`src/rtl/mem_arbiter.sv`:
```
// Two-port arbiter for the core's unified instruction/data memory.
// Serialises core and debug/boot-loader requests, alternating fairly under contention.
module mem_arbiter #(
    parameter int unsigned ADDR_W = 32,
    parameter int unsigned DATA_W = 32,
    parameter int unsigned LAT    = 2
) (
    input  logic              clk,
    input  logic              rst_n,

    input  logic              c_req,
    input  logic              c_we,
    input  logic [ADDR_W-1:0] c_addr,
    input  logic [DATA_W-1:0] c_wdata,
    output logic [DATA_W-1:0] c_rdata,
    output logic              c_ack,

    input  logic              d_req,
    input  logic              d_we,
    input  logic [ADDR_W-1:0] d_addr,
    input  logic [DATA_W-1:0] d_wdata,
    output logic [DATA_W-1:0] d_rdata,
    output logic              d_ack,

    output logic              m_en,
    output logic              m_we,
    output logic [ADDR_W-1:0] m_addr,
    output logic [DATA_W-1:0] m_wdata,
    input  logic [DATA_W-1:0] m_rdata,

    output logic              busy,
    output logic              owner
);

    localparam int unsigned     CW       = $clog2(LAT + 1);
    localparam logic [CW-1:0]   CNT_LAST = CW'(LAT - 1);

    typedef enum logic [1:0] {
        IDLE,
        ISSUE,
        WAIT,
        DONE
    } state_t;

    state_t              state, state_nxt;
    logic [CW-1:0]       cnt, cnt_nxt, cnt_inc;
    logic                last_grant;
    logic                owner_q;
    logic                we_q;
    logic [ADDR_W-1:0]   addr_q;
    logic [DATA_W-1:0]   wdata_q;
    logic                grant_vld;
    logic                grant_sel;
    logic                take;

    // Under contention the side that did not win last time gets the slot.
    always_comb begin
        grant_vld = c_req | d_req;
        grant_sel = (c_req & d_req) ? ~last_grant : d_req;
        take      = (state == IDLE) & grant_vld;
    end

    always_comb begin
        state_nxt = state;
        cnt_nxt   = cnt;
        cnt_inc   = cnt + CW'(1);
        case (state)
            IDLE: begin
                if (grant_vld)
                    state_nxt = ISSUE;
            end
            ISSUE: begin
                cnt_nxt   = '0;
                state_nxt = (LAT == 1) ? DONE : WAIT;
            end
            WAIT: begin
                cnt_nxt = cnt_inc;
                if (cnt_inc == CNT_LAST)
                    state_nxt = DONE;
            end
            DONE: begin
                state_nxt = IDLE;
            end
            default: begin
                state_nxt = IDLE;
            end
        endcase
    end

    always_ff @(posedge clk or negedge rst_n) begin
        if (!rst_n) begin
            state      <= IDLE;
            cnt        <= '0;
            last_grant <= 1'b1;
            owner_q    <= 1'b0;
            we_q       <= 1'b0;
            addr_q     <= '0;
            wdata_q    <= '0;
        end else begin
            state <= state_nxt;
            cnt   <= cnt_nxt;
            if (take) begin
                last_grant <= grant_sel;
                owner_q    <= grant_sel;
                we_q       <= grant_sel ? d_we    : c_we;
                addr_q     <= grant_sel ? d_addr  : c_addr;
                wdata_q    <= grant_sel ? d_wdata : c_wdata;
            end
        end
    end

    // Write completions return zero read data to the owner.
    always_comb begin
        m_en    = (state == ISSUE);
        m_we    = (state == ISSUE) & we_q;
        m_addr  = addr_q;
        m_wdata = wdata_q;
        busy    = (state != IDLE);
        owner   = owner_q;
        c_ack   = (state == DONE) & ~owner_q;
        d_ack   = (state == DONE) &  owner_q;
        c_rdata = (c_ack & ~we_q) ? m_rdata : '0;
        d_rdata = (d_ack & ~we_q) ? m_rdata : '0;
    end

endmodule

```
`config.mk`:
```
export PLATFORM = sky130hd
export DESIGN_NAME = mem_arbiter
export DESIGN_NICKNAME = d
export VERILOG_FILES = /design/src/rtl/mem_arbiter.sv
export SDC_FILE = /design/constraint.sdc
export NUM_CORES = 1
export LEC_CHECK = 0
export ABC_AREA = 1
export CORE_MARGIN = 4
export CORE_UTILIZATION = 35
export DETAILED_ROUTE_END_ITERATION = 6
export HOLD_SLACK_MARGIN = 0.12
export PLACE_DENSITY = 0.79
export SETUP_SLACK_MARGIN = 0.02
export SKIP_CTS_REPAIR_TIMING = 1
export SYNTH_ARGS = -nofsm -noshare
export SYNTH_HDL_FRONTEND = slang
export SYNTH_SLANG_ARGS = --single-unit
export TNS_END_PERCENT = 50
```
`constraint.sdc`:
```
create_clock -name clk -period 3.78 [get_ports clk]
set_input_delay 0.567 -clock clk [delete_from_list [all_inputs] [get_ports clk]]
set_output_delay 0.567 -clock clk [all_outputs]
set_load 0.02 [all_outputs]
```
==> Word level (Yosys, flattened, before mapping) <==
Cells that the tools add are included.
{ "totals": {"output_inout_bits": 134, "register_bits": 71} }
{ "op_classes": {"addsub": 1, "eq_ne": 6, "mux": 10, "bitwise_logic": 11, "n_reduce_logical": 4} }
{ "ops": {"columns": ["op", "count"], "rows": [
  ["$mux W32", 4],
  ["$pmux W2 S4", 1],
  ["$and A1 B1 Y1", 7],
  ["$eq A2 B1 Y1 const B", 2],
  ["$eq A2 B2 Y1 const B", 2],
  ["$mux W2", 2],
  ["$ne A2 B2 Y1 const B", 2],
  ["$pmux W2 S2", 1],
  ["$reduce_bool A2 Y1", 2],
  ["$not A1 Y1", 3],
  ["$add A2 B1 Y2 const B", 1],
  ["$logic_not A2 Y1", 1],
  ["$mux W1", 2],
  ["$reduce_and A2 Y1", 1],
  ["$or A1 B1 Y1", 1]
]} }

==> Depth between registers and ports, before layout <==
Gate-level depths: netlist (run 1).
{ "logic_depth": {"depth_word": 4, "ltp_mapped": 9, "depth_no_buf": 7} }

==> Worst setup path before layout (run 1) <==
No wires, ideal clock.
{ "synth_path": {"path_type": "reg2out", "start": "register state[0]", "end": "output c_rdata[10]", "t_arrival_ns": 1.585, "setup_slack_ns": 1.628, "path_stages_with_launch": 7, "cell_sequence": "dfrtp_1 > ha_1 > inv_1 > nor2_1 > nand2_1 > clkbuf_1 > nor2_1"} }
{ "synth_via": {"elab_chain_cells": 4} }
{ "synth_rtl": {"columns": ["item", "line_no", "source"], "rows": [
  ["from (decl)", "45", "state_t state, state_nxt;"],
  ["from (signal assigned)", "100", "state <= state_nxt;"],
  ["$eq A2 B2 Y1", "120", "c_ack = (state == DONE) & ~owner_q;"],
  ["$and A1 B1 Y1", "120", null],
  ["net c_ack", "16", "output logic c_ack,"],
  ["$and A1 B1 Y1", "122", "c_rdata = (c_ack & ~we_q) ? m_rdata : '0;"],
  ["$mux W32", "122", null],
  ["to (decl)", "15", "output logic [DATA_W-1:0] c_rdata,"]
]} }
The timed path passes the listed nets, and every way through them passes these cells.

==> Worst setup path after layout (run 1) <==
{ "layout_path": {"start": "register state[0]", "end": "output d_rdata[29]"} }
{ "layout_via": {"elab_chain_cells": 4} }
{ "layout_rtl": {"columns": ["item", "line_no", "source"], "rows": [
  ["$eq A2 B2 Y1", "121", "d_ack = (state == DONE) & owner_q;"],
  ["$and A1 B1 Y1", "121", null],
  ["$and A1 B1 Y1", "123", "d_rdata = (d_ack & ~we_q) ? m_rdata : '0;"],
  ["$mux W32", "123", null],
  ["to (decl)", "22", "output logic [DATA_W-1:0] d_rdata,"]
]} }
No other way between the ends.

==> results of run 1 <==
## power groups by stage
stage | sequential, mW | combinational, mW | clock, mW
floorplan | 1.79 | 1.15 | 0
global placement | 1.35 | 2.97 | 0
detailed placement | 1.36 | 3.01 | 0
CTS | 1.36 | 3.03 | 1.01
global route | 1.41 | 3.23 | 1.05
finish | 1.36 | 2.98 | 0.992
## sequential cells by signal, summed over array words and instances, names as in the netlist
| signal | cells |
|---|---|
| m_addr | 32 |
| m_wdata | 32 |
| cnt | 2 |
| state | 2 |
| last_grant | 1 |
| owner | 1 |
| we_q | 1 |
## through the flow
stage,utilization,hold WS (ns)
floorplan,-,0.271
global placement,0.615,0.461
detailed placement,0.615,0.464
CTS,0.644,0.392
global route,0.644,0.437
finish,0.644,0.355
## worst max-delay path: stages, from the launching register on
cell	delay [ns]
dfrtp_1	0.38
ha_1	0.18
nand2_1	0.05
inv_1	0.06
nand2_1	0.56
nor2_1	0.32
clkdlybuf4s50_1	0.67
## cells in the mapped netlist, drive strengths merged
cell type,n,area [sq um]
dfrtp,70,1750
nand3,135,676
clkbuf,13,48.8
buf,28,158
inv,173,649
o21ai,2,10.0
nor2,67,254
nand2,212,796
ha,6,75.1
or2,1,6.26
dfstp,1,26.3
## layout make-up
| class | count | area share |
|---|---|---|
| repair buffers | 307 | 0.387 |
| flip-flops and latches | 71 | 0.226 |
| well taps | 168 | 0.0267 |
| clock buffers | 10 | 0.0304 |
| clock inverters | 6 | 0.0146 |
| multi-input cells | 423 | 0.232 |
| inverters | 173 | 0.0826 |
## routing by layer
| layer | up-vias | GRT usage | part of all wire |
|---|---|---|---|
| li1 | 2616 | - | - |
| met1 | 2229 | 0.238 | 0.36 |
| met2 | 213 | 0.392 | 0.51 |
| met3 | 40 | 0.0659 | 0.085 |
| met4 | 2 | 0.107 | 0.044 |
| met5 | - | 0 | 0.0011 |
## worst paths after layout
path,startpoint,endpoint,slack (ns)
worst min-delay path,rst_n,m_addr[23]$_DFFE_PN0P_,0.35
worst max register to register,state[0]$_DFFE_PN0P_,m_addr[3]$_DFFE_PN0P_,1.85
min in group clk,m_addr[3]$_DFFE_PN0P_,m_addr[3]$_DFFE_PN0P_,0.48
max in group asynchronous,rst_n,owner$_DFFE_PN0P_,2.84
worst min register to register,m_addr[3]$_DFFE_PN0P_,m_addr[3]$_DFFE_PN0P_,0.48
worst max-delay path,state[0]$_DFFE_PN0P_,d_rdata[29],0.67
## logic make-up (layout without fill, tap and decap cells)
| logic type | Yosys count | count (layout) |
|---|---|---|
| flip-flops | 71 | 71 |
| AO/OA/AOI/OAI | 2 | 2 |
| adder cells (fa/ha/maj) | 6 | 6 |
| buffers and inverters | 214 | 496 |
| AND/OR/NAND/NOR | 415 | 415 |
==> metrics.txt, run 1 <==
ANT nets after route=0; Max Transition Viols Final=0; combinational power share=0.558; initial antenna violation count=1; sequential fraction of the synthesis area=0.399; DIE AREA=0.0146 sq mm; Num CTS Buffers=9; Post-Synth XOR/XNOR Area=0; row count=40; clock power share=0.186; Die W=approximately 120 um; Static Leak=around 4.2 nW; Layout Nets=roughly 1200; # port buffers=299; most common cell after layout, fill and taps aside=clkdlybuf4s50_1; Slew headroom=0.322; WL final=16300 um; fin cells=between 1000 and 1500; Unique masters post-synth=14; Max IR drop VDD=a little over 300 uV; syn nets=880; vias post-DR=5100; Register Area=between 0.0015 and 0.002 sq mm; Die Ht=121 um; Setup-failing EPs final=0; CTS max path bufs=2; clock period minus worst slack=between 3 and 4 ns; RSZ-0062 raised after global routing=false; Sw Ratio=0.417; most frequent cells in the layout=clkdlybuf4s50_1 (297), nand2_1 (210), inv_1 (172), nand3_1 (135), dfrtp_1 (70); maxcap violations=0; clock sink total=71; endpoint class of the critical path=output pin; # DRC=0; FILL cells=between 1000 and 1500; #FFs+latches synth=~70; Starting Density=0.364; Simple-Gate Fraction of Synth Area=0.389; cell total after placement=approximately 1100; Initial DRC Count=just over 200; Worst Path Required=around 3.2 ns; core area=0.0122 sq mm; CTS tree=done; maximum fanout along the worst path=32; pin count of the biggest net entering global routing=between 70 and 80; Avg Vias per Cell=between 4 and 5; area growth from synthesis to layout=76.7%; Hold Fails Final Rpt=0; H-tree Lvls=3; syn_area_per_cell=~6.3 sq um; CTS clock-pin slew for the worst setup and hold paths=approximately 0.06 ns; main combinational cell family by area after synthesis=simple AND/OR/NAND/NOR gates; Root Driver=clkbuf_16; final period utilization=0.824; Worst-Skew Late Latency=roughly 0.33 ns; fraction of the mapped netlist area in adder cells=0.0169; crit path setup slack, layout=around 0.67 ns; multi-input combinational cell area=0.00183 sq mm; Post-DP HPWL=roughly 12000 um; Yosys Warn Count=0; Syn Std Cell Area=~0.0045 sq mm; mux contribution to synthesized area=0; Post-Route Skew=roughly 0.0097 ns; compound-gate portion of the synthesized area=0.00225; post-placement cell area=approximately 0.0075 sq mm; GRT Total Usage=0.221; TritonRoute pass-1 iters=4; vias in the first global route=~4800; RD Place Congestion=slightly above 0.8; Cell Pwr Density=678 mW/mm^2; global-route wire length before repair=25400 um; Startpoint Class=flip-flop; setup tns final=0 ns; critical path class=flip-flop to output pin; Total Power=5.33 mW; WP data arrival=2.55 ns; internal power=between 3 and 4 mW; Net Sw Power=roughly 2.2 mW; Syn Inst Count=roughly 710; worst r2r path cells=7; slew of the pin with the lowest slew margin=a little over 1 ns; Routed WL per cell=~14 um; total grt overflow=0; ratio of cells with drive above 1 in the final layout=0.0323; Final Instance Area=~0.0079 sq mm; worst slack, placed=~0.96 ns; Max Fclk=around 320 MHz; io pins=300; outcome=complete, no violations; Antenna Cells=0; Flop pwr share=0.255; Hold Crit Class=primary input to async pin
Note: power is estimated with default switching activity, not from simulation.
==> inputs of run 2 (changes only) <==
CORE_UTILIZATION = 33   (was 35)
PLACE_DENSITY = 0.78   (was 0.79)
clock period = 2.7 ns   (was 3.78 ns; I/O delays follow)
==> run 2 against run 1 <==
Die area grew 5.7%. Via count grew 1.1%. Flip-flop and latch count is the same. Cell area grew 0.13%. Final cell count grew 0.69%. Critical path type unchanged. Clock power grew 27%. Core utilization shrank 4.9 points. Register-to-register slack lost 1.1 ns. Worst setup slack lost 0.50 ns. Power grew 38%. Clock skew shrank 0.0043 ns.
==> metrics.txt, run 2 (same netlist as run 1, synthesis figures left out) <==
Die W=between 100 and 150 um; CTS tree=done; RD Place Congestion=~0.8; cell total after placement=between 1000 and 1500; core area=around 0.013 sq mm; Post-Route Skew=~0.0054 ns; DIE AREA=0.0154 sq mm; GR Util met3=0.0586; # port buffers=between 200 and 300; slew of the pin with the lowest slew margin=between 0.8 and 0.9 ns; total grt overflow=0; final period utilization=0.938; clock period minus worst slack=approximately 2.5 ns; Initial DRC Count=around 220; CP max stage cell=clkdlybuf4s50_1; Num CTS Buffers=9; endpoint class of the critical path=output pin; Worst Path Required=about 2.3 ns; Max Fclk=approximately 390 MHz; setup tns final=0 ns; Buf/Inv on CP=3; worst r2r path cells=7; Static Leak=4.24 nW; pin count of the biggest net entering global routing=72; initial antenna violation count=0; ratio of cells with drive above 1 in the final layout=0.0303; vias in the first global route=~4800; Avg Vias per Cell=roughly 4.4; stages on the worst setup path=7; fin cells=1166; most frequent cells in the layout=clkdlybuf4s50_1 (294), nand2_1 (210), inv_1 (172), nand3_1 (135), dfrtp_1 (70); Post-DP HPWL=12000 um; CP Cell Sequence=ha_1 > inv_1 > nor2_1 > nand2_1 > buf_4 > nor2_1 > clkdlybuf4s50_1; Root Driver=clkbuf_16; most common cell after layout, fill and taps aside=clkdlybuf4s50_1; Max stage delay on crit path=between 0.6 and 0.7 ns; clock sink total=71; Max IR drop VDD=~450 uV; outcome=complete, no violations; RSZ-0062 raised after global routing=true; routing usage on met1=0.218; CP delay by family, top=buffers and inverters; Die Ht=about 120 um; Slew headroom=0.404; most used routing layer=met2; M2 GR Usage=0.355; Layout Nets=around 1200; Antenna Cells=0; TritonRoute pass-1 iters=4; Setup-failing EPs final=0; area growth from synthesis to layout=76.9%; Hold Crit Class=primary input to async pin; WP data arrival=approximately 2.1 ns; CTS clock-pin slew for the worst setup and hold paths=0.06 ns; Cell Pwr Density=932 mW/mm^2; Total Power=~7.3 mW; global-route wire length before repair=roughly 24000 um; ANT nets after route=0; maximum fanout along the worst path=32; CP dominant cell by count=nor2_1; Starting Density=0.336; io pins=300; Worst-Skew Late Latency=0.33 ns; post-placement cell area=~0.0076 sq mm; Startpoint Class=flip-flop; vias post-DR=between 5000 and 6000; Final Instance Area=between 0.007 and 0.008 sq mm; CTS max path bufs=2; H-tree Lvls=3; WL final=~16000 um; critical path class=flip-flop to output pin; Routed WL per cell=roughly 14 um; maxcap violations=0; # DRC=0; Max Transition Viols Final=0; Hold Fails Final Rpt=0; row count=42; GRT Total Usage=0.200
==> run 2: final timing paths <==
path	startpoint	endpoint	slack, ns
worst min-delay path	rst_n	m_addr[23]$_DFFE_PN0P_	0.20
worst max register to register	state[0]$_DFFE_PN0P_	m_addr[28]$_DFFE_PN0P_	0.72
worst min register to register	last_grant$_DFFE_PN1P_	last_grant$_DFFE_PN1P_	0.47
min in group clk	d_req	last_grant$_DFFE_PN1P_	0.39
max in group asynchronous	rst_n	cnt[0]$_DFFE_PN0P_	1.92
worst max-delay path	state[0]$_DFFE_PN0P_	c_rdata[22]	0.17
==> run 2: power by group <==
group | internal (mW) | switching, mW | leakage (nW)
clock network | 0.829 | 0.427 | 0.149
logic | 1.82 | 2.34 | 3.23
registers | 1.62 | 0.304 | 0.863
==> run 2: worst register-to-register path, stage by stage, from the launching register on <==
cell     delay, ns
dfrtp_1       0.41
inv_1         0.13
ha_1          0.20
inv_1         0.09
nor2_4        0.12
buf_4         0.54
nand3_1       0.32
nand2_1       0.11
==> run 2: per-layer routing <==
| layer | routed length (um) | vias up |
|---|---|---|
| li1 | - | 2616 |
| met1 | 5670 | 2273 |
| met2 | 8070 | 225 |
| met3 | 1650 | 40 |
| met4 | 545 | 0 |
| met5 | 0 | - |
==> run 2: through the flow <==
step	util	setup slack (ns)	hold slack, ns
5_1_grt	0.595	0.0182	0.288
3_3_place_gp	0.570	0.571	0.461
2_1_floorplan	-	0.710	0.109
4_1_cts	0.594	0.144	0.236
3_5_place_dp	0.570	0.506	0.464
6_report	0.595	0.167	0.196
==> run 2: layout make-up <==
cell class	count	area (sq um)
fill	1245	5370
timing repair buffer	308	3090
multi-input combinational	423	1830
sequential	71	1780
inverter	173	649
clock buffer	12	246
tap	176	220
clock inverter	3	67.6
